$ cat config.mk
export PLATFORM = sky130hd
export DESIGN_NAME = fetch_unit
export DESIGN_NICKNAME = d
export VERILOG_FILES = /design/src/rtl/fetch_unit.sv
export SDC_FILE = /design/constraint.sdc
export NUM_CORES = 1
export LEC_CHECK = 0
export BUFFER_PORTS_ARGS = -buffer_cell sky130_fd_sc_hd__buf_2
export CAP_MARGIN = 10
export CORE_ASPECT_RATIO = 2
export CORE_MARGIN = 1
export CORE_UTILIZATION = 45
export DETAILED_ROUTE_END_ITERATION = 8
export GPL_TIMING_DRIVEN = 0
export PLACE_DENSITY = 0.78
export SLEW_MARGIN = 20
export SYNTH_ARGS = -nofsm -noshare
export SYNTH_HDL_FRONTEND = slang
export SYNTH_SLANG_ARGS = --single-unit
$ cat constraint.sdc
create_clock -name clk -period 2.3 [get_ports clk]
set_input_delay 0.23 -clock clk [delete_from_list [all_inputs] [get_ports clk]]
set_output_delay 0.23 -clock clk [all_outputs]
set_load 0.05 [all_outputs]
$ cat src/rtl/fetch_unit.sv
// Instruction-fetch sequencer: drives the external pc register and a registered-read
// instruction memory, and hands one instruction at a time to decode over valid/ready.
module fetch_unit #(
  parameter int unsigned WIDTH   = 16,
  parameter int unsigned PC_INC  = 1,
  parameter logic [3:0]  HALT_OP = 4'hF
) (
  input  logic             clk,
  input  logic             rst,
  input  logic [WIDTH-1:0] pc_val,
  output logic [WIDTH-1:0] pc_next,
  output logic             pc_store,
  output logic [WIDTH-1:0] imem_addr,
  output logic             imem_rd,
  input  logic [WIDTH-1:0] imem_data,
  output logic [WIDTH-1:0] instr,
  output logic [WIDTH-1:0] instr_pc,
  output logic             instr_valid,
  input  logic             instr_ready,
  input  logic             redirect,
  input  logic [WIDTH-1:0] redirect_pc,
  output logic             halt
);

  localparam int unsigned OP_W = 4;

  typedef enum logic [2:0] {
    IDLE   = 3'd0,
    ISSUE  = 3'd1,
    WAIT   = 3'd2,
    VALID  = 3'd3,
    HALTED = 3'd4
  } state_e;

  state_e           state_q, state_d;
  logic [WIDTH-1:0] instr_q, instr_d;
  logic [WIDTH-1:0] ipc_q, ipc_d;
  logic             valid_q, valid_d;
  logic             halt_q, halt_d;
  logic [OP_W-1:0]  opcode;

  assign opcode = instr_q[WIDTH-1 -: OP_W];

  // Next state, next register values and the pc/imem strobes that act in the current cycle
  always_comb begin
    state_d   = state_q;
    instr_d   = instr_q;
    ipc_d     = ipc_q;
    valid_d   = valid_q;
    halt_d    = halt_q;
    pc_next   = pc_val;
    pc_store  = 1'b0;
    imem_rd   = 1'b0;
    imem_addr = pc_val;

    unique case (state_q)
      IDLE: begin
        state_d = ISSUE;
      end
      ISSUE: begin
        imem_rd = 1'b1;
        if (redirect) begin
          pc_store = 1'b1;
          pc_next  = redirect_pc;
        end else begin
          state_d = WAIT;
        end
      end
      WAIT: begin
        if (redirect) begin
          pc_store = 1'b1;
          pc_next  = redirect_pc;
          state_d  = ISSUE;
        end else begin
          instr_d  = imem_data;
          ipc_d    = pc_val;
          valid_d  = 1'b1;
          pc_store = 1'b1;
          pc_next  = pc_val + WIDTH'(PC_INC);
          state_d  = VALID;
        end
      end
      VALID: begin
        // A redirect wins over the handshake: the held instruction is dropped unseen
        if (redirect) begin
          pc_store = 1'b1;
          pc_next  = redirect_pc;
          valid_d  = 1'b0;
          state_d  = ISSUE;
        end else if (instr_ready) begin
          valid_d = 1'b0;
          if (opcode == HALT_OP) begin
            halt_d  = 1'b1;
            state_d = HALTED;
          end else begin
            state_d = ISSUE;
          end
        end
      end
      HALTED: begin
        valid_d = 1'b0;
        halt_d  = 1'b1;
      end
      default: begin
        state_d = IDLE;
      end
    endcase
  end

  // State and output registers
  always_ff @(posedge clk or negedge rst) begin
    if (!rst) begin
      state_q <= IDLE;
      instr_q <= '0;
      ipc_q   <= '0;
      valid_q <= 1'b0;
      halt_q  <= 1'b0;
    end else begin
      state_q <= state_d;
      instr_q <= instr_d;
      ipc_q   <= ipc_d;
      valid_q <= valid_d;
      halt_q  <= halt_d;
    end
  end

  assign instr       = instr_q;
  assign instr_pc    = ipc_q;
  assign instr_valid = valid_q;
  assign halt        = halt_q;

endmodule

Word level (Yosys, flattened, before mapping)
Index checks and enable logic that the tools add are counted.

storage, ports and cells
  bits in writable memories = 0
  memories = 0
  word-level logic and storage cells = 47
  bits in read-only memories = 0
  output and inout bits = 68
  bits in registers = 37
  latch bits = 0

cells by class
  shift operators = 0
  eq/ne operators = 11
  reductions and logical operators = 8
  add/subtract/negate cells = 1
  magnitude comparators = 0
  mux-type cells = 20
  divide/modulo/power cells = 0
  $mul = 0
  bitwise operators = 2

operators by type and width
  kind                                                             count
  16-bit 2-to-1 mux                                                2
  16-bit case mux with 2 select lines                              1
  16-bit by 1-bit adder with 16-bit output, second input constant  1
  3-bit case mux with 5 select lines                               1
  3-bit 2-to-1 mux                                                 4
  2-bit inequality test, second input constant                     5
  1-bit 2-to-1 mux                                                 8
  3-bit by 2-bit == test with 1-bit output, second input constant  2
  3-bit AND reduction                                              2
  4-bit == test, second input constant                             1
  1-bit case mux with 2 select lines                               2
  4-bit AND reduction                                              1
  3-bit by 1-bit == test with 1-bit output, second input constant  1
  3-bit == test, second input constant                             1
  3-bit logical NOT                                                1
  3-bit inequality test, second input constant                     1
  1-bit case mux with 3 select lines                               1
  3-bit nonzero test                                               1
  2-bit 2-to-1 mux                                                 1
  1-bit NOT                                                        2
  2-bit AND reduction                                              1
  2-bit nonzero test                                               1
  2-bit OR reduction                                               1

Depth between registers and ports, before layout
Gate-level depths: netlist of the first run.

  depth in word-level cells = 5
  mapped depth = 7
  mapped depth without buffers = 5

Worst setup path before layout of the first run
Ideal clock, no wire load.

  path type = reg2out
  start point = reg state_q[0]
  end point = out pc_next[10]
  cell stages (with the launch flop) = 6
  path slack = -1.058 ns
  required time = 2.070 ns
  arrival time = 3.128 ns
  cells stage by stage = dfrtp_1 -> buf_6 -> or4b_1 -> buf_2 -> buf_2 -> o311ai_0

on the way
  longest elaborated chain between the ends = 3
  elaborated cells between the ends (all ways) = 5

RTL lines
  what                                                                                                  RTL line  source
  start: declaration                                                                                    35        state_e state_q, state_d;
  start signal: assignment                                                                              119       state_q <= state_d;
  3-bit by 2-bit == test with 1-bit output or 3-bit by 1-bit == test with 1-bit output (tied branches)  56        unique case (state_q)
  2-bit OR reduction (no source line)                                                                   n/a
  16-bit case mux with 2 select lines *                                                                 56
  end: declaration                                                                                      11        output logic [WIDTH-1:0] pc_next,

Every way passes the cells marked *; elsewhere a longest branch is shown, timed or not.

Worst setup path in the final report of the first run
  start point = reg state_q[0]
  end point = out pc_next[12]

The elaborated chain is that of the path after synthesis.

==> results.toml, run 1 <==
[status]
status = "complete, but fails checks"
violations = "setup timing"

[global_route]
grt_pass1_wl_um = 11000
antenna_found_initial = 0
grt_max_degree = 38
grt_pass1_vias = 2414
grt_overflow = 0
track_usage = 0.277

[floorplanning]
die_area_um2 = 5330
design.core.area_um2 = 4860
die-width_um = 52.1
pin_count = 120
num_rows = 36
start_util = 0.465
fp.dieH_um = 102

[clock_tree]
cts_buffers = 5
clk_pin_slew_ns = 0.08
hold_buffers = 0
htreeDepth = 2
clock_sinks = 37
clkLatencyLatePin_ns = 0.29
clockBufferDepth = 2
ctsRootBufferMaster = "clkbuf_8"
cts_tree = "done"

[routing]
routed_wirelength_um = 7070
drt_iter0_markers = 45
antenna_left = 0
vias = 2583
viasPerCell = 5.45
dr.pass1.iters = 4
drt-wirelength-per-cell_um = 14.9
detail_route.drc_violations = 0

[sta]
max_freq_mhz = 427
tightestPinTransition_ns = 0.815
setup_viol = 1
fin_crit_sh = 1.02
layout_setup_ws_ns = -0.0406
finalMaxSlewViolations = 0
fin_skew_ns = 0.00941
hold_viol_final = 0
rsz0062_at_grt = "true"
timing.hold.ws_ns = 0.0237
slew_headroom = 0.456
post-route-min-period_ns = 2.34

[logic_synthesis]
syn_area_per_cell_um2 = 7.77
synthArstFlopShare = 1.00
synthCells = 291
synth_xor_area_frac = 0.0116
synth_top_family_by_area = "simple AND/OR/NAND/NOR gates"
synth_flop_cell = "dfrtp_1"
yosys_warnings = 0
seq_area_frac_synth = 0.410
yosysUniqueCellTypes = 44
synthSimpleGateAreaFrac = 0.312
ys_ff_latch = 37
syn-num-nets = 344
synth-edff-count = 0
synth_compound_area_frac = 0.140
synth_fa_ha_area_frac = 0.00554
synth_mux_area_frac = 0.0177
synthesis.area_um2 = 2260

[worst_setup_path]
reg2reg_slack_ns = 0.44
r2r-start = "state_q[0]"
arrival_ns = 2.11
regToRegEndpoint = "instr_pc[3]"
worstPathRequired_ns = 2.07
path_max_fanout = 6
critPathLaunchType = "register"
cp-end-kind = "output pin"
reg2reg_depth = 5
critical_path_class = "reg -> out"

[finish]
mostFrequentLayoutCells = "112 x buf_2, 109 x nand2_1, 35 x dfrtp_1"
final_common_cell = "buf_2"
area_delta_synth_final_pct = 39.1
drive_above_1_share = 0.405
num-fill-cells = 462
final_net_count = 469
n_antenna_cell = 0

[power]
finalPower_mw = 2.94
vdd_ir_drop_max_uv = 683
power.density_nw_per_um2 = 935
p_leak_nw = 1.74

[run]
drv_cap = 0

[placement]
dpl.hpwl_um = 5240
port_buffers = 116
place.gp.congestion = 0.868

[hold_path]
hold_path_class = "in -> async"
==> power breakdown <==
group	internal (mW)	total (mW)	switching, mW
clock	0.210	0.443	0.233
combinational	0.372	1.56	1.19
sequential	0.835	0.940	0.105
==> worst max-delay path by stage <==
stage | from | end | slack [ns] | depth (start not counted)
detailed placement | state_q[2] | pc_next[1] | -0.16 | 6
CTS | state_q[0] | pc_next[12] | -0.10 | 6
global route | state_q[0] | pc_next[12] | -0.07 | 4
finish | state_q[0] | pc_next[12] | -0.04 | 4
global placement | state_q[2] | pc_next[1] | -0.12 | 6
floorplan | state_q[0] | pc_next[10] | 0.003 | 5
==> routing by layer <==
metal,part of all wire,GRT usage,up-vias
li1,-,-,1220
met4,0.033,0.150,0
met5,0,0,-
met1,0.37,0.296,1246
met3,0.039,0.0432,19
met2,0.56,0.500,98
==> area by class of cell <==
| class | instances | area [um2] | share of cell area |
|---|---|---|---|
| flip-flops and latches | 37 | 928 | 0.295 |
| clock buffers | 6 | 72.6 | 0.0231 |
| plain buffers | 32 | 190 | 0.0605 |
| well taps | 57 | 71.3 | 0.0227 |
| inverters | 6 | 22.5 | 0.00716 |
| repair buffers | 122 | 677 | 0.215 |
| multi-input cells | 212 | 1170 | 0.373 |
| clock inverters | 2 | 10.0 | 0.00318 |
==> critical path: stages (launching register included) <==
cell and delay, ns:
dfrtp_2 0.45, or4b_4 0.59, or4_4 0.53, nand3_2 0.09
buf_8 0.15
==> repair_timing <==
item | CTS | global route
setup endpoints to repair | 15 | 14
setup buffers | 5 | 1
gates resized for setup | 25 | 14
pin swaps | 9 | 5
==> state kept, by name (all words and copies together) (netlist names) <==
name	flops
instr	16
instr_valid	1
halt	1
instr_pc	16
state_q	3
==> cells in the mapped netlist, drive strengths merged (2+ instances only) <==
master | count | share of area
xnor2 | 2 | 0.0078
o211ai | 6 | 0.020
a21oi | 5 | 0.011
or4 | 3 | 0.010
and2 | 2 | 0.0055
and3 | 6 | 0.017
a221o | 3 | 0.013
and4 | 2 | 0.0078
clkbuf | 12 | 0.020
nand3 | 7 | 0.016
mux2i | 4 | 0.018
nand2b | 2 | 0.0055
a22oi | 6 | 0.020
a21o | 3 | 0.010
dfrtp | 37 | 0.41
nand4 | 7 | 0.019
or3 | 2 | 0.0055
o21bai | 2 | 0.0066
o21ai | 10 | 0.022
nand2 | 109 | 0.18
buf | 24 | 0.073
inv | 6 | 0.010
a31oi | 4 | 0.011
nor2 | 10 | 0.017
==> through the flow <==
step / util / TNS, ns / setup WS [ns] / cell area, um2 / cells
finish: 0.646 / -0.0406 / -0.0406 / 3140 / 474
detailed placement: 0.602 / -0.163 / -0.163 / 2930 / 464
global placement: 0.602 / -0.118 / -0.118 / 2930 / 464
CTS: 0.642 / -0.297 / -0.104 / 3130 / 477
floorplan: - / 0 / 0.00338 / 2280 / 291
global route: 0.646 / -0.170 / -0.0710 / 3140 / 474
==> kinds of logic after synthesis <==
kind of cell               count (synthesis)
AOI/OAI and AO/OA                         46
muxes                                      4
DFF                                       37
buffers and inverters                     42
adders and majority gates                  1
xor gates and xnor gates                   3
and+or+nand+nor                          158
Note: power is estimated with default switching activity, not from simulation.
==> run 2: changes to the inputs <==
--- a/config.mk
+++ b/config.mk
@@ -5,11 +5,12 @@
 export SDC_FILE = /design/constraint.sdc
 export NUM_CORES = 1
 export LEC_CHECK = 0
+export ABC_AREA = 1
 export BUFFER_PORTS_ARGS = -buffer_cell sky130_fd_sc_hd__buf_2
 export CAP_MARGIN = 10
 export CORE_ASPECT_RATIO = 2
 export CORE_MARGIN = 1
-export CORE_UTILIZATION = 45
+export CORE_UTILIZATION = 47
 export DETAILED_ROUTE_END_ITERATION = 8
 export GPL_TIMING_DRIVEN = 0
 export PLACE_DENSITY = 0.78
==> results.toml, run 2 <==
[worst_setup_path]
crit_path_frequent_cell = "nor2_8"
path_max_fanout = 10
critPathLaunchType = "register"
worstPathRequired_ns = 2.07
cp_slowest_cell = "dfrtp_1"
critical_path_class = "reg -> out"
arrival_ns = 1.95
crit_buf_inv = 4
cp_cell_sequence = "inv_2, nand2_4, nor2_8, inv_8, nor2_8, buf_6, nand2_1, o211ai_1, buf_4"
crit_family = "buffers and inverters"
cp-end-kind = "output pin"
critPathMaxStageDelay_ns = 0.49

[floorplanning]
num_rows = 38
die-width_um = 54.7
design.core.area_um2 = 5370
pin_count = 120
fp.dieH_um = 107
die_area_um2 = 5870
start_util = 0.485

[sta]
setup_tns_ns = 0
post-route-min-period_ns = 2.18
fin_skew_ns = 0.00622
fin_crit_sh = 0.947
tightestPinTransition_ns = 0.796
finalMaxSlewViolations = 0
rsz0062_at_grt = "false"
hold_viol_final = 0
timing.hold.ws_ns = 0.0219
max_freq_mhz = 459
setup_viol = 0
slew_headroom = 0.469

[global_route]
track_usage = 0.275
grt_pass1_vias = 2607
grt_overflow = 0
grt_pass1_wl_um = 11700
antenna_found_initial = 0
grt_max_degree = 38

[status]
status = "finished, final reports clean"

[clock_tree]
ctsRootBufferMaster = "clkbuf_8"
clockBufferDepth = 2
htreeDepth = 2
clk_pin_slew_ns = 0.08
cts_buffers = 5
cts_tree = "done"
clock_sinks = 37
clkLatencyLatePin_ns = 0.29

[finish]
drive_above_1_share = 0.376
multi_input_area_um2 = 1290
n_antenna_cell = 0
ff_latch_area_um2 = 927
final_common_cell = "nand2_1"
area_delta_synth_final_pct = 29.3
num-fill-cells = 542
final_net_count = 542
mostFrequentLayoutCells = "134 x nand2_1, 121 x buf_2, 36 x inv_1, 36 x dfrtp_1, 26 x nor2_1"

[power]
p_leak_nw = 1.99
vdd_ir_drop_max_uv = 1220
power.density_nw_per_um2 = 1370

[logic_synthesis]
synth-edff-count = 0
synthArstFlopShare = 1.00
yosys_warnings = 0
seq_area_frac_synth = 0.355
synthCells = 364
synth_top_area_frac = 0.355
syn-num-nets = 417
ys_ff_latch = 37
netlist_top_cells_count = "134 x nand2_1, 37 x dfrtp_1, 36 x inv_1"
synthesis.area_um2 = 2610
synth.top_cells.by_area = "dfrtp_1 36%, nand2_1 19%, inv_1 5.2%"
synth_flop_cell = "dfrtp_1"
yosysUniqueCellTypes = 30
synth_most_common_cell = "nand2_1"
syn_area_per_cell_um2 = 7.16
synth_top_area_cell = "dfrtp_1"

[routing]
routed_wirelength_um = 7510
drt_iter0_markers = 99
vias = 2777
dr.pass1.iters = 4
viasPerCell = 5.05
drt-wirelength-per-cell_um = 13.6
detail_route.drc_violations = 0
antenna_left = 0

[placement]
dpl.hpwl_um = 6030
place.gp.congestion = 0.889
port_buffers = 118

[run]
drv_cap = 0

[hold_path]
hold_path_class = "in -> async"
-- run 2: cell count changes after synthesis, sizes merged, moves of 4 or more --
cell,previous run,this run
a31oi,4,0
and3,6,0
clkbuf,12,0
inv,6,43
mux2i,4,0
nand2,109,136
nand3,7,25
nor2,10,31
o21ai,10,29
-- run 2: what timing repair did --
action / in CTS / in global routing
gates resized for setup: 0 / 3
setup buffers: 0 / 0
setup endpoints to repair: 0 / 3
endpoints found under the hold margin: 0 / 0
hold buffers: 0 / 0
-- run 2: path summary, 6_finish.rpt --
| kind | endpoint | startpoint | cells past startpoint | slack [ns] |
|---|---|---|---|---|
| min in group clk | instr[6] | imem_data[6] | 3 | 0.14 |
| setup / recovery | pc_next[1] | state_q[2] | 9 | 0.12 |
| hold reg to reg | instr[7] | instr[7] | 2 | 0.48 |
| setup reg to reg | instr_pc[7] | state_q[2] | 9 | 0.74 |
| max in group asynchronous | state_q[0] | rst | 1 | 1.72 |
| hold / removal | instr[4] | rst | 1 | 0.02 |
-- run 2: kinds of logic after synthesis --
kind of cell,Yosys count,synth area share
AO/OA/AOI/OAI,53,0.138
XOR/XNOR,2,0.00672
adder cells (fa/ha/maj),1,0.00480
buffers and inverters,70,0.151
flip-flops,37,0.355
AND/OR/NAND/NOR,201,0.344
-- run 2: area by class of cell --
class | count | area share
buffer | 27 | 0.0639
inverter | 43 | 0.0531
clock inverter | 3 | 0.00631
timing repair buffer | 118 | 0.176
clock buffer | 5 | 0.0204
sequential | 37 | 0.275
multi-input combinational | 257 | 0.383
tap | 60 | 0.0223
-- run 2: metal layers --
metal  vias up  GRT usage  wire [um]
met4         0      0.134        259
met5         -          0          0
met2       102      0.509       4250
li1       1390          -          -
met1      1273      0.275       2610
met3        12     0.0367        384
-- run 2: worst register-to-register path, delay by kind of cell, from the launching register on --
kind | cells | cell delay, ns
simple gates | 4 | 0.51
flops | 1 | 0.49
compound gates | 1 | 0.05
buf+inv | 4 | 0.41
-- run 2: where the power goes --
group,switching [mW],leakage (nW),total (mW),internal (mW)
sequential,0.176,0.459,1.10,0.927
clock,0.245,0.0445,0.460,0.215
combinational,2.32,1.49,3.06,0.739
-- run 2: per-stage QoR --
stage                     utilization  setup WS [ns]  total power [mW]  std cells  area [um2]
after floorplan                     -         0.0478              3.49        364        2610
after global placement          0.610          0.397              4.13        542        3280
after detailed placement        0.610          0.366              4.18        542        3280
after CTS                       0.626         0.0471              4.65        550        3370
after global routing            0.627         0.0183              4.90        550        3370
final                           0.627          0.121              4.62        550        3370
